File: src/rtl/tile_pkg.sv
// rtl/tile_pkg.sv - shared tile-board constants, shuffler state enum and draw mask helper
//
// Purpose: common definitions for the board shuffler and the tile RAM byte layout.
// Ports: none (package).
package tile_pkg;

  localparam int NUM_TILES   = 16;
  localparam int NUM_PAIRS   = 8;

  // Tile byte layout: [7:2] pair id, [1] flipped, [0] cursor
  localparam int TILE_ID_LSB = 2;
  localparam int FLIP_BIT    = 1;
  localparam int CURSOR_BIT  = 0;

  localparam logic [15:0] LFSR_TAPS    = 16'hB400;
  localparam logic [15:0] DEFAULT_SEED = 16'hACE1;

  typedef enum logic [2:0] {
    S_IDLE,
    S_FILL,
    S_SHUFFLE,
    S_WRITE,
    S_DONE
  } shufState_t;

  // Smallest 2^n-1 covering i, so a masked 4-bit draw can reach every index 0..i
  // while rejecting as few draws as possible.
  function automatic logic [3:0] drawMask(input logic [3:0] i);
    if (i >= 4'd8)      return 4'hF;
    else if (i >= 4'd4) return 4'h7;
    else if (i >= 4'd2) return 4'h3;
    else                return 4'h1;
  endfunction

endpackage

File: src/rtl/lfsr16.sv
// rtl/lfsr16.sv - 16-bit Galois LFSR with synchronous load and advance enable
//
// Purpose: pseudo-random source for the board shuffle.
// Ports:
//   clk      in   clock
//   reset    in   asynchronous active-high reset, loads RESET_SEED
//   load     in   load seed (has priority over advance)
//   seed     in   16-bit load value
//   advance  in   shift one step this cycle
//   q        out  current LFSR state
module lfsr16
  import tile_pkg::*;
#(
  parameter logic [15:0] RESET_SEED = DEFAULT_SEED
) (
  input  logic        clk,
  input  logic        reset,
  input  logic        load,
  input  logic [15:0] seed,
  input  logic        advance,
  output logic [15:0] q
);

  always_ff @(posedge clk or posedge reset) begin
    if (reset) begin
      q <= RESET_SEED;
    end else if (load) begin
      q <= seed;
    end else if (advance) begin
      q <= (q >> 1) ^ (q[0] ? LFSR_TAPS : 16'h0000);
    end
  end

endmodule

File: src/rtl/board_shuffler.sv
// rtl/board_shuffler.sv - builds, shuffles and writes a 4x4 board of 8 tile pairs
//
// Purpose: on a start rising edge, fill 16 tiles with pair ids, Fisher-Yates
// shuffle them using an LFSR, write all 16 bytes to the tile RAM, then raise
// board_ready.
// Optional build macro: SHUFFLER_FREE_RUN_EN (LFSR free-runs from reset, never reloaded).
// Ports:
//   clk          in   clock
//   reset        in   asynchronous active-high reset
//   start        in   level; rising edge requests a new board (IDLE only)
//   we           out  tile RAM write enable
//   addr         out  tile RAM address (4 bits)
//   wdata        out  tile byte {pair id, flipped, cursor}
//   busy         out  high while filling, shuffling or writing
//   done         out  one-cycle pulse after the last write
//   board_ready  out  level, high from done until next accepted start or reset
module board_shuffler
  import tile_pkg::*;
#(
  parameter logic [15:0] SEED = 16'hACE1
) (
  input  logic       clk,
  input  logic       reset,
  input  logic       start,
  output logic       we,
  output logic [3:0] addr,
  output logic [7:0] wdata,
  output logic       busy,
  output logic       done,
  output logic       board_ready
);

  // An all-zero Galois LFSR would lock up, so zero falls back to the default seed.
  localparam logic [15:0] SEED_EFF = (SEED == 16'h0000) ? DEFAULT_SEED : SEED;
  localparam int ID_W = $clog2(NUM_PAIRS);

  shufState_t state, nextState;

  logic            startPrev;
  logic            startEdge;
  logic            accept;
  logic [ID_W-1:0] arr [NUM_TILES];
  logic [3:0]      i;
  logic [3:0]      k;
  logic [3:0]      r;
  logic            swapOk;
  logic [15:0]     lfsrQ;
  logic            lfsrLoad;
  logic            lfsrAdvance;
  logic [7:0]      tileByte;
  logic            unusedLfsrHi;

  assign startEdge    = start & ~startPrev;
  assign r            = lfsrQ[3:0] & drawMask(i);
  assign swapOk       = (r <= i);
  assign unusedLfsrHi = ^lfsrQ[15:4];

`ifdef SHUFFLER_FREE_RUN_EN
  assign lfsrLoad    = 1'b0;
  assign lfsrAdvance = 1'b1;
`else
  assign lfsrLoad    = accept;
  assign lfsrAdvance = (state == S_SHUFFLE);
`endif

  lfsr16 #(.RESET_SEED(SEED_EFF)) uLfsr (
    .clk     (clk),
    .reset   (reset),
    .load    (lfsrLoad),
    .seed    (SEED_EFF),
    .advance (lfsrAdvance),
    .q       (lfsrQ)
  );

  always_ff @(posedge clk or posedge reset) begin
    if (reset) state <= S_IDLE;
    else       state <= nextState;
  end

  always_comb begin
    nextState = state;
    accept    = 1'b0;
    case (state)
      S_IDLE: begin
        if (startEdge) begin
          nextState = S_FILL;
          accept    = 1'b1;
        end
      end
      S_FILL:    nextState = S_SHUFFLE;
      S_SHUFFLE: if (swapOk && (i == 4'd1)) nextState = S_WRITE;
      S_WRITE:   if (k == 4'd15) nextState = S_DONE;
      S_DONE:    nextState = S_IDLE;
      default:   nextState = S_IDLE;
    endcase
  end

  // Board array and shuffle/write indices
  always_ff @(posedge clk or posedge reset) begin
    if (reset) begin
      startPrev <= 1'b0;
      i         <= 4'd15;
      k         <= 4'd0;
      for (int t = 0; t < NUM_TILES; t++) arr[t] <= '0;
    end else begin
      startPrev <= start;
      case (state)
        S_FILL: begin
          for (int t = 0; t < NUM_TILES; t++) arr[t] <= ID_W'(t >> 1);
          i <= 4'd15;
        end
        S_SHUFFLE: begin
          // Rejected draws (r > i) leave the board untouched; only the LFSR moves.
          if (swapOk) begin
            arr[i] <= arr[r];
            arr[r] <= arr[i];
            i      <= i - 4'd1;
            if (i == 4'd1) k <= 4'd0;
          end
        end
        S_WRITE: k <= k + 4'd1;
        default: ;
      endcase
    end
  end

  always_comb begin
    tileByte                       = '0;
    tileByte[TILE_ID_LSB +: ID_W]  = arr[k];
    tileByte[FLIP_BIT]             = 1'b0;
    tileByte[CURSOR_BIT]           = (k == 4'd0);
  end

  // Registered outputs; all write-port signals update on the same edge, and
  // done/board_ready only rise on the edge after the final write has retired.
  always_ff @(posedge clk or posedge reset) begin
    if (reset) begin
      we          <= 1'b0;
      addr        <= 4'd0;
      wdata       <= 8'd0;
      busy        <= 1'b0;
      done        <= 1'b0;
      board_ready <= 1'b0;
    end else begin
      we   <= (state == S_WRITE);
      busy <= (state == S_FILL) || (state == S_SHUFFLE) || (state == S_WRITE);
      done <= (state == S_DONE);
      if (state == S_WRITE) begin
        addr  <= k;
        wdata <= tileByte;
      end
      if (accept)                board_ready <= 1'b0;
      else if (state == S_DONE)  board_ready <= 1'b1;
    end
  end

endmodule

File: config.mk
export PLATFORM = sky130hd
export DESIGN_NAME = board_shuffler
export DESIGN_NICKNAME = d
export VERILOG_FILES = /design/src/rtl/tile_pkg.sv /design/src/rtl/lfsr16.sv /design/src/rtl/board_shuffler.sv
export SDC_FILE = /design/constraint.sdc
export NUM_CORES = 1
export LEC_CHECK = 0
export ABC_CLOCK_PERIOD_IN_PS = 7800
export CAP_MARGIN = 20
export CELL_PAD_IN_SITES_DETAIL_PLACEMENT = 0
export CELL_PAD_IN_SITES_GLOBAL_PLACEMENT = 1
export CORE_UTILIZATION = 45
export CTS_BUF_LIST = sky130_fd_sc_hd__clkbuf_8
export CTS_CLUSTER_DIAMETER = 150
export DETAILED_ROUTE_END_ITERATION = 10
export PLACE_DENSITY = 0.75
export SYNTH_ARGS = -nofsm -noshare
export SYNTH_HDL_FRONTEND = slang
export SYNTH_SLANG_ARGS = --single-unit
File: constraint.sdc
create_clock -name clk -period 7.8 [get_ports clk]
set_clock_uncertainty 0.15 [all_clocks]
set_input_delay 2.34 -clock clk [delete_from_list [all_inputs] [get_ports clk]]
set_output_delay 2.34 -clock clk [all_outputs]
set_load 0.02 [all_outputs]
== Word level (Yosys, flattened, before mapping) ==
Cells that the tools add are included.

* Logic and storage cells: 106
* Input bits: 3
* Output and inout bits: 16
* Flip-flop bits (word level): 88

* Magnitude comparators: 9
* Reductions and logical operators: 14
* Eq/ne operators: 11
* $add $sub $neg: 2
* Bitwise operators: 7
* Mux-type cells: 36

{| class="wikitable"
|+ Operator list
! kind !! number
|-
| $bwmux 48 || 2
|-
| $pmux 48 s2 || 1
|-
| $mux 16 || 3
|-
| $mux 48 || 1
|-
| $bmux 3 s4 || 3
|-
| $mux 3 || 12
|-
| $demux 3 s4 || 2
|-
| $mux 4 || 4
|-
| $pmux 4 s2 || 2
|-
| $xor 15x16->16 || 1
|-
| $ge 5x5->1 const B || 3
|-
| $not 4->5 || 3
|-
| $pmux 3 s4 || 1
|-
| $lt 5x1->1 const B || 2
|-
| $reduce_bool 2->1 || 4
|-
| $eq 3x2->1 const B || 2
|-
| $ne 2x2->1 const B || 3
|-
| $reduce_and 3->1 || 2
|-
| $add 4x1->4 const B || 1
|-
| $and 4x4->4 || 1
|-
| $eq 4x1->1 const B || 1
|-
| $eq 4x4->1 const B || 1
|-
| $ge 4x2->1 const B || 1
|-
| $ge 4x3->1 const B || 1
|-
| 15 further kinds || 22
|}

== Depth between registers and ports, before layout ==
Gate-level depths: netlist of the first run.

* Word-level depth: 13
* Mapped depth: 12
* Mapped depth without buffers: 9

== Hierarchy ==
From an unflattened synthesis of the first run, not the netlist that was laid out.

* Cell total of the unflattened synthesis: 656
* Area total of the unflattened synthesis: 6,093.3 um^2

{| class="wikitable"
|+ By module, submodules not included
! module !! sequential area each (um^2) !! area an instance (um^2) !! cells an instance !! instances
|-
| board_shuffler || 1,806.7 || 5,285.1 || 581 || 1
|-
| lfsr16 || 410.4 || 808.3 || 75 || 1
|}

== Least setup slack after synthesis of the first run ==
OpenSTA, ideal clock, no wires.

* Kind: input -> register
* From: in start
* To: reg uLfsr.q[1]
* Arrival time: 3.292 ns
* Path slack: 4.241 ns
* Setup time: 0.117 ns
* Stages: 6
* Required time: 7.533 ns
* Buffers on the path: 2
* Path through: nand2b_1 or4_1 clkbuf_1 clkbuf_1 nand3_1 nand2_1

* Cells in the longest elaborated chain, start to end: 4
* Elaborated cells on any way between the ends: 5
* Classes of those cells: 3 x mux; 1 x bitwise; 1 x reduce/logical

{| class="wikitable"
|+ RTL lines
! what !! line !! RTL
|-
| start: declaration || board_shuffler.sv:24 || <nowiki>input logic start,</nowiki>
|-
| $and 1x1->1 (*) || board_shuffler.sv:53 || <nowiki>assign startEdge = start & ~startPrev;</nowiki>
|-
| $mux 1 (*) || board_shuffler.sv:85 || <nowiki>if (startEdge) begin</nowiki>
|-
| $mux 1 (*) || board_shuffler.sv:83 || <nowiki>case (state)</nowiki>
|-
| $mux 16 / $reduce_bool 2->1 (equally long branches) || -- ||
|-
| end signal: assignment || lfsr16.sv:30 || <nowiki>q <= (q >> 1) ^ (q[0] ? LFSR_TAPS : 16'h0000);</nowiki>
|-
| end: declaration || lfsr16.sv:21 || <nowiki>output logic [15:0] q</nowiki>
|}

Every way passes the cells marked *; elsewhere a longest branch is shown, timed or not.
A chain may end at the register's enable or synchronous reset.

== Final worst setup path of the first run ==
* From: reg i[1]
* To: reg arr[45] in the netlist's numbering

* Cells in the longest elaborated chain, start to end: 13
* Elaborated cells on any way between the ends: 32
* Classes of those cells: 8 x order compare; 1 x eq/ne; 17 x mux; 3 x bitwise; 3 x reduce/logical

{| class="wikitable"
|+ RTL lines
! what !! line !! RTL
|-
| start: declaration || board_shuffler.sv:43 || <nowiki>logic [3:0] i;</nowiki>
|-
| start signal: assignment || board_shuffler.sv:117 || <nowiki>i <= i - 4'd1;</nowiki>
|-
| $ge 4x2->1 || tile_pkg.sv:31 || <nowiki>else if (i >= 4'd2) return 4'h3;</nowiki>
|-
| $mux 2 || tile_pkg.sv:31 ||
|-
| $mux 3 || tile_pkg.sv:30 || <nowiki>else if (i >= 4'd4) return 4'h7;</nowiki>
|-
| $mux 4 || tile_pkg.sv:29 || <nowiki>if (i >= 4'd8) return 4'hF;</nowiki>
|-
| $and 4x4->4 || board_shuffler.sv:54 || <nowiki>assign r = lfsrQ[3:0] & drawMask(i);</nowiki>
|-
| $not 4->5 (implied by the code) || board_shuffler.sv:115, board_shuffler.sv:116 ||
|-
| $ge 5x5->1 (implied by the code) (tied with other cells) || board_shuffler.sv:116 || <nowiki>arr[r] <= arr[i];</nowiki>
|-
| $logic_and 1x1->1 (implied by the code) / $mux 3 (equally long branches) || board_shuffler.sv:116, board_shuffler.sv:115 ||
|-
| $mux 3, on equally long branches || board_shuffler.sv:116, board_shuffler.sv:115 ||
|-
| $demux 3 s4 / $bwmux 48 (equally long branches) || board_shuffler.sv:116, board_shuffler.sv:115 ||
|-
| $bwmux 48 || board_shuffler.sv:116 ||
|-
| $mux 48 || board_shuffler.sv:114 || <nowiki>if (swapOk) begin</nowiki>
|-
| $pmux 48 s2 || board_shuffler.sv:107 || <nowiki>case (state)</nowiki>
|-
| end signal: indexed assignment || board_shuffler.sv:115 || <nowiki>arr[i] <= arr[r];</nowiki>
|-
| end signal: indexed assignment || board_shuffler.sv:116 ||
|-
| end: declaration || board_shuffler.sv:42 || <nowiki>logic [ID_W-1:0] arr [NUM_TILES];</nowiki>
|}

Parallel ways exist; a longest one is shown, timed or not. The select of a mux whose other input is x is not followed.

==> results of run 1 <==
[layout make-up]
cell class,instances,area share
clock inverters,7,0.0105
inverters,20,0.0121
multi-input cells,487,0.547
clock buffers,9,0.0196
repair buffers,17,0.0258
flip-flops and latches,88,0.351
well taps,172,0.0341
[power by group through the flow]
stage	clock network, mW	logic, mW	registers, mW
finish	0.327	1.92	1.04
global route	0.350	2.05	1.07
CTS	0.334	1.87	1.02
detailed placement	0	1.87	1.03
global placement	0	1.84	1.02
floorplan	0	1.44	0.834
[stage by stage]
step                      setup WS [ps]  cell area (um2)  total power, mW   util  hold WS, ps
after floorplan                    3050             5970             2.28      -          288
after global placement             3680             6120             2.86  0.479          309
after detailed placement           3620             6120             2.90  0.479          313
after CTS                          3680             6310             3.23  0.494          336
after global routing               3420             6310             3.47  0.494          357
final                              3590             6310             3.28  0.494          330
[per-layer routing]
| metal | global-route usage | up-vias | wire length (um) |
|---|---|---|---|
| met5 | 0 | - | 0 |
| met4 | 0.127 | 0 | 658 |
| met3 | 0.0922 | 51 | 1840 |
| met2 | 0.437 | 269 | 8160 |
| met1 | 0.395 | 2524 | 7910 |
| li1 | - | 2339 | - |
[cells in the mapped netlist, drive strengths merged, types with 2 or more instances]
library cell | count | area, um2
mux2i | 18 | 180
a22oi | 10 | 75.1
nand2 | 111 | 422
a32oi | 4 | 35.0
clkbuf | 28 | 106
nor2b | 6 | 37.5
dfstp | 12 | 315
o221ai | 10 | 87.6
nor4 | 6 | 37.5
mux2 | 5 | 56.3
nand4 | 5 | 31.3
clkinv | 2 | 7.51
mux4 | 27 | 608
o22a | 5 | 43.8
inv | 18 | 67.6
a2bb2oi | 5 | 43.8
dfrtp | 76 | 1900
nor3 | 11 | 55.1
a21oi | 19 | 95.1
a31oi | 4 | 25.0
buf | 22 | 119
o32a | 17 | 170
nor2 | 36 | 138
o21a | 5 | 37.5
and2 | 9 | 56.3
o31ai | 7 | 66.3
nand2b | 16 | 100
or3 | 12 | 75.1
a21o | 6 | 45.0
o211a | 3 | 30.0
nor3b | 4 | 30.0
nand3 | 39 | 195
and3 | 2 | 12.5
xnor2 | 5 | 43.8
ha | 10 | 125
o22ai | 5 | 37.5
or4 | 5 | 45.0
o211ai | 17 | 133
or2 | 6 | 40.0
o21ai | 21 | 116
[state kept, by name, summed over array words and instances, names as in the netlist]
name	cells
wdata	4
done	1
addr	4
busy	1
board_ready	1
k	4
uLfsr.q	16
startPrev	1
i	4
arr	48
we	1
state	3
[kinds of logic after synthesis]
logic type	Yosys count	synth area share
other	1	0.000630
buffers and inverters	70	0.0504
and+or+nand+nor	272	0.220
xor gates and xnor gates	5	0.00735
muxes	50	0.142
AOI/OAI and AO/OA	146	0.186
adders and majority gates	10	0.0210
DFF	88	0.372
[critical path, delay by kind of cell (launching register included)]
kind	cells	cell delay (ps)
AOI/OAI and AO/OA	4	1960
buffers and inverters	1	260
DFF	1	600
and+or+nand+nor	3	790
adders and majority gates	1	350
[worst max-delay path by stage]
| stage | from | end | slack, ps |
|---|---|---|---|
| after floorplan | reset | addr[0]$_DFFE_PP0P_ | 3050 |
| after global placement | start | board_ready$_DFFE_PP0P_ | 3680 |
| after detailed placement | start | uLfsr.q[4]$_DFFE_PP0P_ | 3620 |
| after CTS | i[1]$_DFFE_PP1P_ | arr[46]$_DFFE_PP0P_ | 3680 |
| after global routing | i[1]$_DFFE_PP1P_ | arr[45]$_DFFE_PP0P_ | 3420 |
| final | i[1]$_DFFE_PP1P_ | arr[45]$_DFFE_PP0P_ | 3590 |
==> impl_results.md, run 1 <==
* Number of global-route vias before repair at 5021
* CP max stage cell: o21ai_4
* Core area at 12800 um2
* Top FF cell, synth: dfrtp_1
* Flops & latches, synth at 88
* Area Overhead vs Synth at 6.05%
* Placed insts at 784
* Count of cell types in the netlist at 67
* Maximum clock path buffer count at 2
* Status: completed
* Drt wl/cell at 23.2 um
* Site Rows at 41
* Sink Count at 88
* Root Driver: clkbuf_8
* R2R Setup Slk at 3590 ps
* Die Width at 117 um
* Overall global routing resource usage at 0.294
* # fillers at 1223
* Skew-Pair Late Insertion Delay at 390 ps
* DR iter-0 viols at 530
* Setup CP Type: flip-flop to flip-flop
* Setup TNS at 0 ps
* Pleak at 2.59 nW
* Seq pwr share at 0.316
* Dpl hpwl at 12.7 mm
* Largest net degree at the start of global routing at 52
* DRC errors left at 0
* Tcrit/Tclk final at 0.540
* Average cell area after synthesis at 9.27 um2
* Slew margin rel. at 0.285
* Routed vias/inst at 6.48
* CP required at 7960 ps
* DR pass1 iterations at 5
* Final Critical Period at 4210 ps
* Hold_sp: addr[3]$_DFFE_PP0P_
* Cts repair resizes at 0
* CP endpoint kind: flip-flop
* Synth Warn # at 0
* Final hold vios at 0
* Internal power at 1.57 mW
* Worst-path cell chain: o31ai_4 -> inv_2 -> ha_1 -> nor2b_1 -> o211a_1 -> o21ai_4 -> nand2_2 -> or4_4 -> o221ai_1
* Post-Syn Instances at 642
* CP max FO at 27
* Worst R2R End: arr[45]$_DFFE_PP0P_
* Reg-to-Reg Start: i[1]$_DFFE_PP1P_
* Worst Reg-to-Reg Cells at 9
* Pwr per Cell Area at 520 nW/um2
* GP Congestion at 0.982
* Sw Share at 0.520
* Clock Power Share at 0.100
* Final #Nets at 636
* Io pins at 19
* Port bufs at 14
* Die Footprint at 13700 um2
* Footprint of the multi-input gates at 3450 um2
* Share of cells above drive strength 1 at 0.124
* Most frequent cells in the layout: nand2_1, dfrtp_1, nand3_1, nor2_1, mux4_2
* Max VDD drop at 180 uV
* Post-route ant nets at 0
* Setup bufs post-CTS at 0
* CTS buffer count at 9
* Sequential Area at 2220 um2
* # H-tree levels at 3
* Startpoint types: flip-flop
* Maximum clock rate at 238 MHz
* WP data arrival at 4370 ps
* Routed wire length at 18.6 mm
* Non-filler cells, final at 800
* Vias at 5183
* Worst hold path class: flip-flop to flip-flop
* Sequential-to-total area share from yosys stat at 0.372
* Reg clk slew, reported paths at 90 ps
* Most common cell after layout, fill and taps aside: nand2_1
* Maxcap violations at 0
* Max-slew violation count at 0
* Hold depth at 2
* Worst-margin pin slew at 1070 ps
* Endpoint, Worst Hold: addr[3]$_DFFE_PP0P_
* Initial Utilization at 0.466
* Comb pwr share at 0.584
* Hold buffers post-CTS at 0
* TritonCTS clock tree: done
* Post-synth EDFFs at 0
* Final setup fails at 0
* Async S/R FF share, synth at 1.00
* Die Ht at 117 um
* First-pass GRT wire length at 29.1 mm
* Post-Syn Area at 5950 um2
* P_sw at 1.71 mW
* Final antenna diode count at 0
* Remaining Overflow, GRT at 0
* Initial antenna violation count at 0
* RSZ-0062 raised after global routing: false
* CP max stage delay at 750 ps
No activity file was read; power rests on OpenSTA's default activity.
==> run 2, diff against run 1 <==
--- a/config.mk
+++ b/config.mk
@@ -5,7 +5,7 @@
 export SDC_FILE = /design/constraint.sdc
 export NUM_CORES = 1
 export LEC_CHECK = 0
-export ABC_CLOCK_PERIOD_IN_PS = 7800
+export ABC_CLOCK_PERIOD_IN_PS = 3800
 export CAP_MARGIN = 20
 export CELL_PAD_IN_SITES_DETAIL_PLACEMENT = 0
 export CELL_PAD_IN_SITES_GLOBAL_PLACEMENT = 1
@@ -13,7 +13,7 @@
 export CTS_BUF_LIST = sky130_fd_sc_hd__clkbuf_8
 export CTS_CLUSTER_DIAMETER = 150
 export DETAILED_ROUTE_END_ITERATION = 10
-export PLACE_DENSITY = 0.75
+export PLACE_DENSITY = 0.78
 export SYNTH_ARGS = -nofsm -noshare
 export SYNTH_HDL_FRONTEND = slang
 export SYNTH_SLANG_ARGS = --single-unit
==> constraint.sdc (replaced) <==
create_clock -name clk -period 3.8 [get_ports clk]
set_clock_uncertainty 0.15 [all_clocks]
set_input_delay 1.14 -clock clk [delete_from_list [all_inputs] [get_ports clk]]
set_output_delay 1.14 -clock clk [all_outputs]
set_load 0.02 [all_outputs]
==> impl_results.md, run 2 (synthesis results as in run 1) <==
* Status: completed
* Setup TNS at 0 ps (unchanged)
* Dpl hpwl at 13.5 mm (+6.3%)
* R2R Setup Slk at 480 ps (-3110 ps)
* Reg-to-Reg Start: i[3]$_DFFE_PP1P_
* Post-route ant nets at 0 (unchanged)
* Vias at 5375 (+3.7%)
* Share of cells above drive strength 1 at 0.150 (+0.0257)
* Worst Reg-to-Reg Cells at 8 (-1)
* Top reg by flops: arr
* Clock Power Share at 0.095 (-0.005)
* Pwr per Cell Area at 1080 nW/um2 (+110%)
* Number of global-route vias before repair at 5115 (+1.9%)
* WP data arrival at 3460 ps (-910 ps)
* Initial Utilization at 0.466 (unchanged)
* DRC errors left at 0 (unchanged)
* Die Width at 117 um (unchanged)
* Max reg flops at 48 (unchanged)
* Cts repair resizes at 0 (unchanged)
* Tcrit/Tclk final at 0.873 (+0.334)
* CP max stage delay at 850 ps (+100 ps)
* CP startpoint: i[3]$_DFFE_PP1P_
* Final hold slack at 325 ps (-5.55 ps)
* RSZ-0062 raised after global routing: false
* Maximum clock rate at 301 MHz (+27%)
* Overall global routing resource usage at 0.306 (+0.0117)
* Die Ht at 117 um (unchanged)
* Core area at 12800 um2 (unchanged)
* Die Footprint at 13700 um2 (unchanged)
* Met3 Track Usage GR at 0.0834 (-0.00875)
* # H-tree levels at 3 (unchanged)
* Met2 GRT Util at 0.453 (+0.0166)
* CP max stage cell: dfstp_2
* Hold buffers post-CTS at 0 (unchanged)
* Startpoint types: flip-flop
* DR pass1 iterations at 8 (+3)
* Most common cell after layout, fill and taps aside: nand2_1
* Site Rows at 41 (unchanged)
* Most frequent cells in the layout: nand2_1, dfrtp_1, nand3_1, nor2_1, mux4_2
* Sw Share at 0.512 (-0.00851)
* Io pins at 19 (unchanged)
* Final antenna diode count at 0 (unchanged)
* CTS buffer count at 9 (unchanged)
* TritonCTS clock tree: done
* Met1 Resource Use GR at 0.429 (+0.0338)
* Skew-Pair Late Insertion Delay at 390 ps (about the same)
* Max VDD drop at 447 uV (+150%)
* First-pass GRT wire length at 30.2 mm (+3.7%)
* Initial antenna violation count at 1 (+1)
* Final setup fails at 0 (unchanged)
* Largest registers: arr (48), uLfsr.q (16)
* CP max FO at 23 (-15%)
* Internal power at 3.41 mW (+120%)
* Port bufs at 14 (unchanged)
* Comb pwr share at 0.614 (+0.030)
* Setup CP Type: flip-flop to flip-flop
* P_sw at 3.58 mW (+110%)
* Final #Nets at 655 (+3.0%)
* Final Critical Period at 3320 ps (-891 ps)
* # fillers at 1184 (-3.2%)
* Remaining Overflow, GRT at 0 (unchanged)
* Setup bufs post-CTS at 0 (unchanged)
* Worst R2R End: arr[16]$_DFFE_PP0P_
* Seq pwr share at 0.291 (-0.025)
* Most used routing layer in global routing: met2
* Final hold vios at 0 (unchanged)
* Worst-path cell chain: clkinv_1 -> ha_1 -> a21o_1 -> or2_4 -> o21a_1 -> buf_4 -> or2_1 -> o221ai_1
* Critical Path End: arr[16]$_DFFE_PP0P_
* Routed vias/inst at 6.56 (+1.3%)
* CP required at 3940 ps (-4020 ps)
* Reg clk slew, reported paths at 100 ps (about the same)
* CP endpoint kind: flip-flop
* Worst hold path class: flip-flop to flip-flop
* Root Driver: clkbuf_8
* Max-slew violation count at 0 (unchanged)
* Slew margin rel. at 0.426 (+0.141)
* Sink Count at 88 (unchanged)
* Pleak at 2.69 nW (+3.8%)
* Maxcap violations at 0 (unchanged)
* DR iter-0 viols at 572 (+7.9%)
* Area Overhead vs Synth at 8.66%
* Maximum clock path buffer count at 2 (unchanged)
* Drt wl/cell at 23.6 um (+1.5%)
* Routed wire length at 19.3 mm (+3.9%)
* Worst-margin pin slew at 862 ps (-211 ps)
* GP Congestion at 1.01 (+3.2%)
* Largest net degree at the start of global routing at 89 (+71%)
==> run 2: cell types whose count changed in the layout (fill, tap and decap cells not counted), sizes merged <==
cell	delta
buf	+19
==> run 2: metrics by stage <==
step	total power, mW	area, um2	util	std cells	worst slack (ps)
CTS	6.87	6470	0.507	819	539
detailed placement	6.18	6280	0.492	803	586
floorplan	4.67	5970	-	645	251
global placement	6.13	6280	0.492	803	689
global route	7.35	6470	0.507	819	388
finish	6.98	6470	0.507	819	482
==> run 2: layout make-up <==
cell class              count  area [um2]  area share
inverters                  20        76.3      0.0118
clock inverters             7        66.3      0.0102
multi-input cells         487        3450       0.534
repair buffers             36         318      0.0491
flip-flops and latches     88        2220       0.343
clock buffers               9         124      0.0191
well taps                 172         215      0.0333
==> run 2: worst min path at each step <==
stage | endpoint | startpoint | depth (start not counted)
6_report | uLfsr.q[3]$_DFFE_PP0P_ | uLfsr.q[4]$_DFFE_PP0P_ | 2
3_5_place_dp | uLfsr.q[3]$_DFFE_PP0P_ | uLfsr.q[4]$_DFFE_PP0P_ | 2
4_1_cts | uLfsr.q[3]$_DFFE_PP0P_ | uLfsr.q[4]$_DFFE_PP0P_ | 2
3_3_place_gp | uLfsr.q[3]$_DFFE_PP0P_ | uLfsr.q[4]$_DFFE_PP0P_ | 2
5_1_grt | wdata[4]$_DFFE_PP0P_ | wdata[4]$_DFFE_PP0P_ | 2
2_1_floorplan | uLfsr.q[3]$_DFFE_PP0P_ | uLfsr.q[4]$_DFFE_PP0P_ | 2
==> run 2: metal layers <==
metal  vias up  share of wire
met5         -        0.00067
met4         2          0.033
met3        57           0.11
met2       350           0.44
met1      2594           0.41
li1       2372              -
==> run 2: worst max-delay path: cells and delay by family (launching register included) <==
kind / cells / cell delay [ps]
DFF: 1 / 850
and+or+nand+nor: 2 / 620
AOI/OAI and AO/OA: 3 / 650
buffers and inverters: 2 / 530
adders and majority gates: 1 / 420
==> run 2: power groups by stage <==
stage / logic [mW] / clock network [mW] / registers (mW)
after detailed placement: 4.16 / 0 / 2.03
final: 4.29 / 0.663 / 2.03
after global routing: 4.55 / 0.717 / 2.09
after floorplan: 2.96 / 0 / 1.71
after CTS: 4.18 / 0.680 / 2.01
after global placement: 4.12 / 0 / 2.01
==> run 3, diff against run 2 <==
--- a/config.mk
+++ b/config.mk
@@ -14,6 +14,7 @@
 export CTS_CLUSTER_DIAMETER = 150
 export DETAILED_ROUTE_END_ITERATION = 10
 export PLACE_DENSITY = 0.78
+export SETUP_SLACK_MARGIN = 0.02
 export SYNTH_ARGS = -nofsm -noshare
 export SYNTH_HDL_FRONTEND = slang
 export SYNTH_SLANG_ARGS = --single-unit
==> results of run 3 <==
Same layout as run 2: the final DEF is identical, and so are final timing and power.
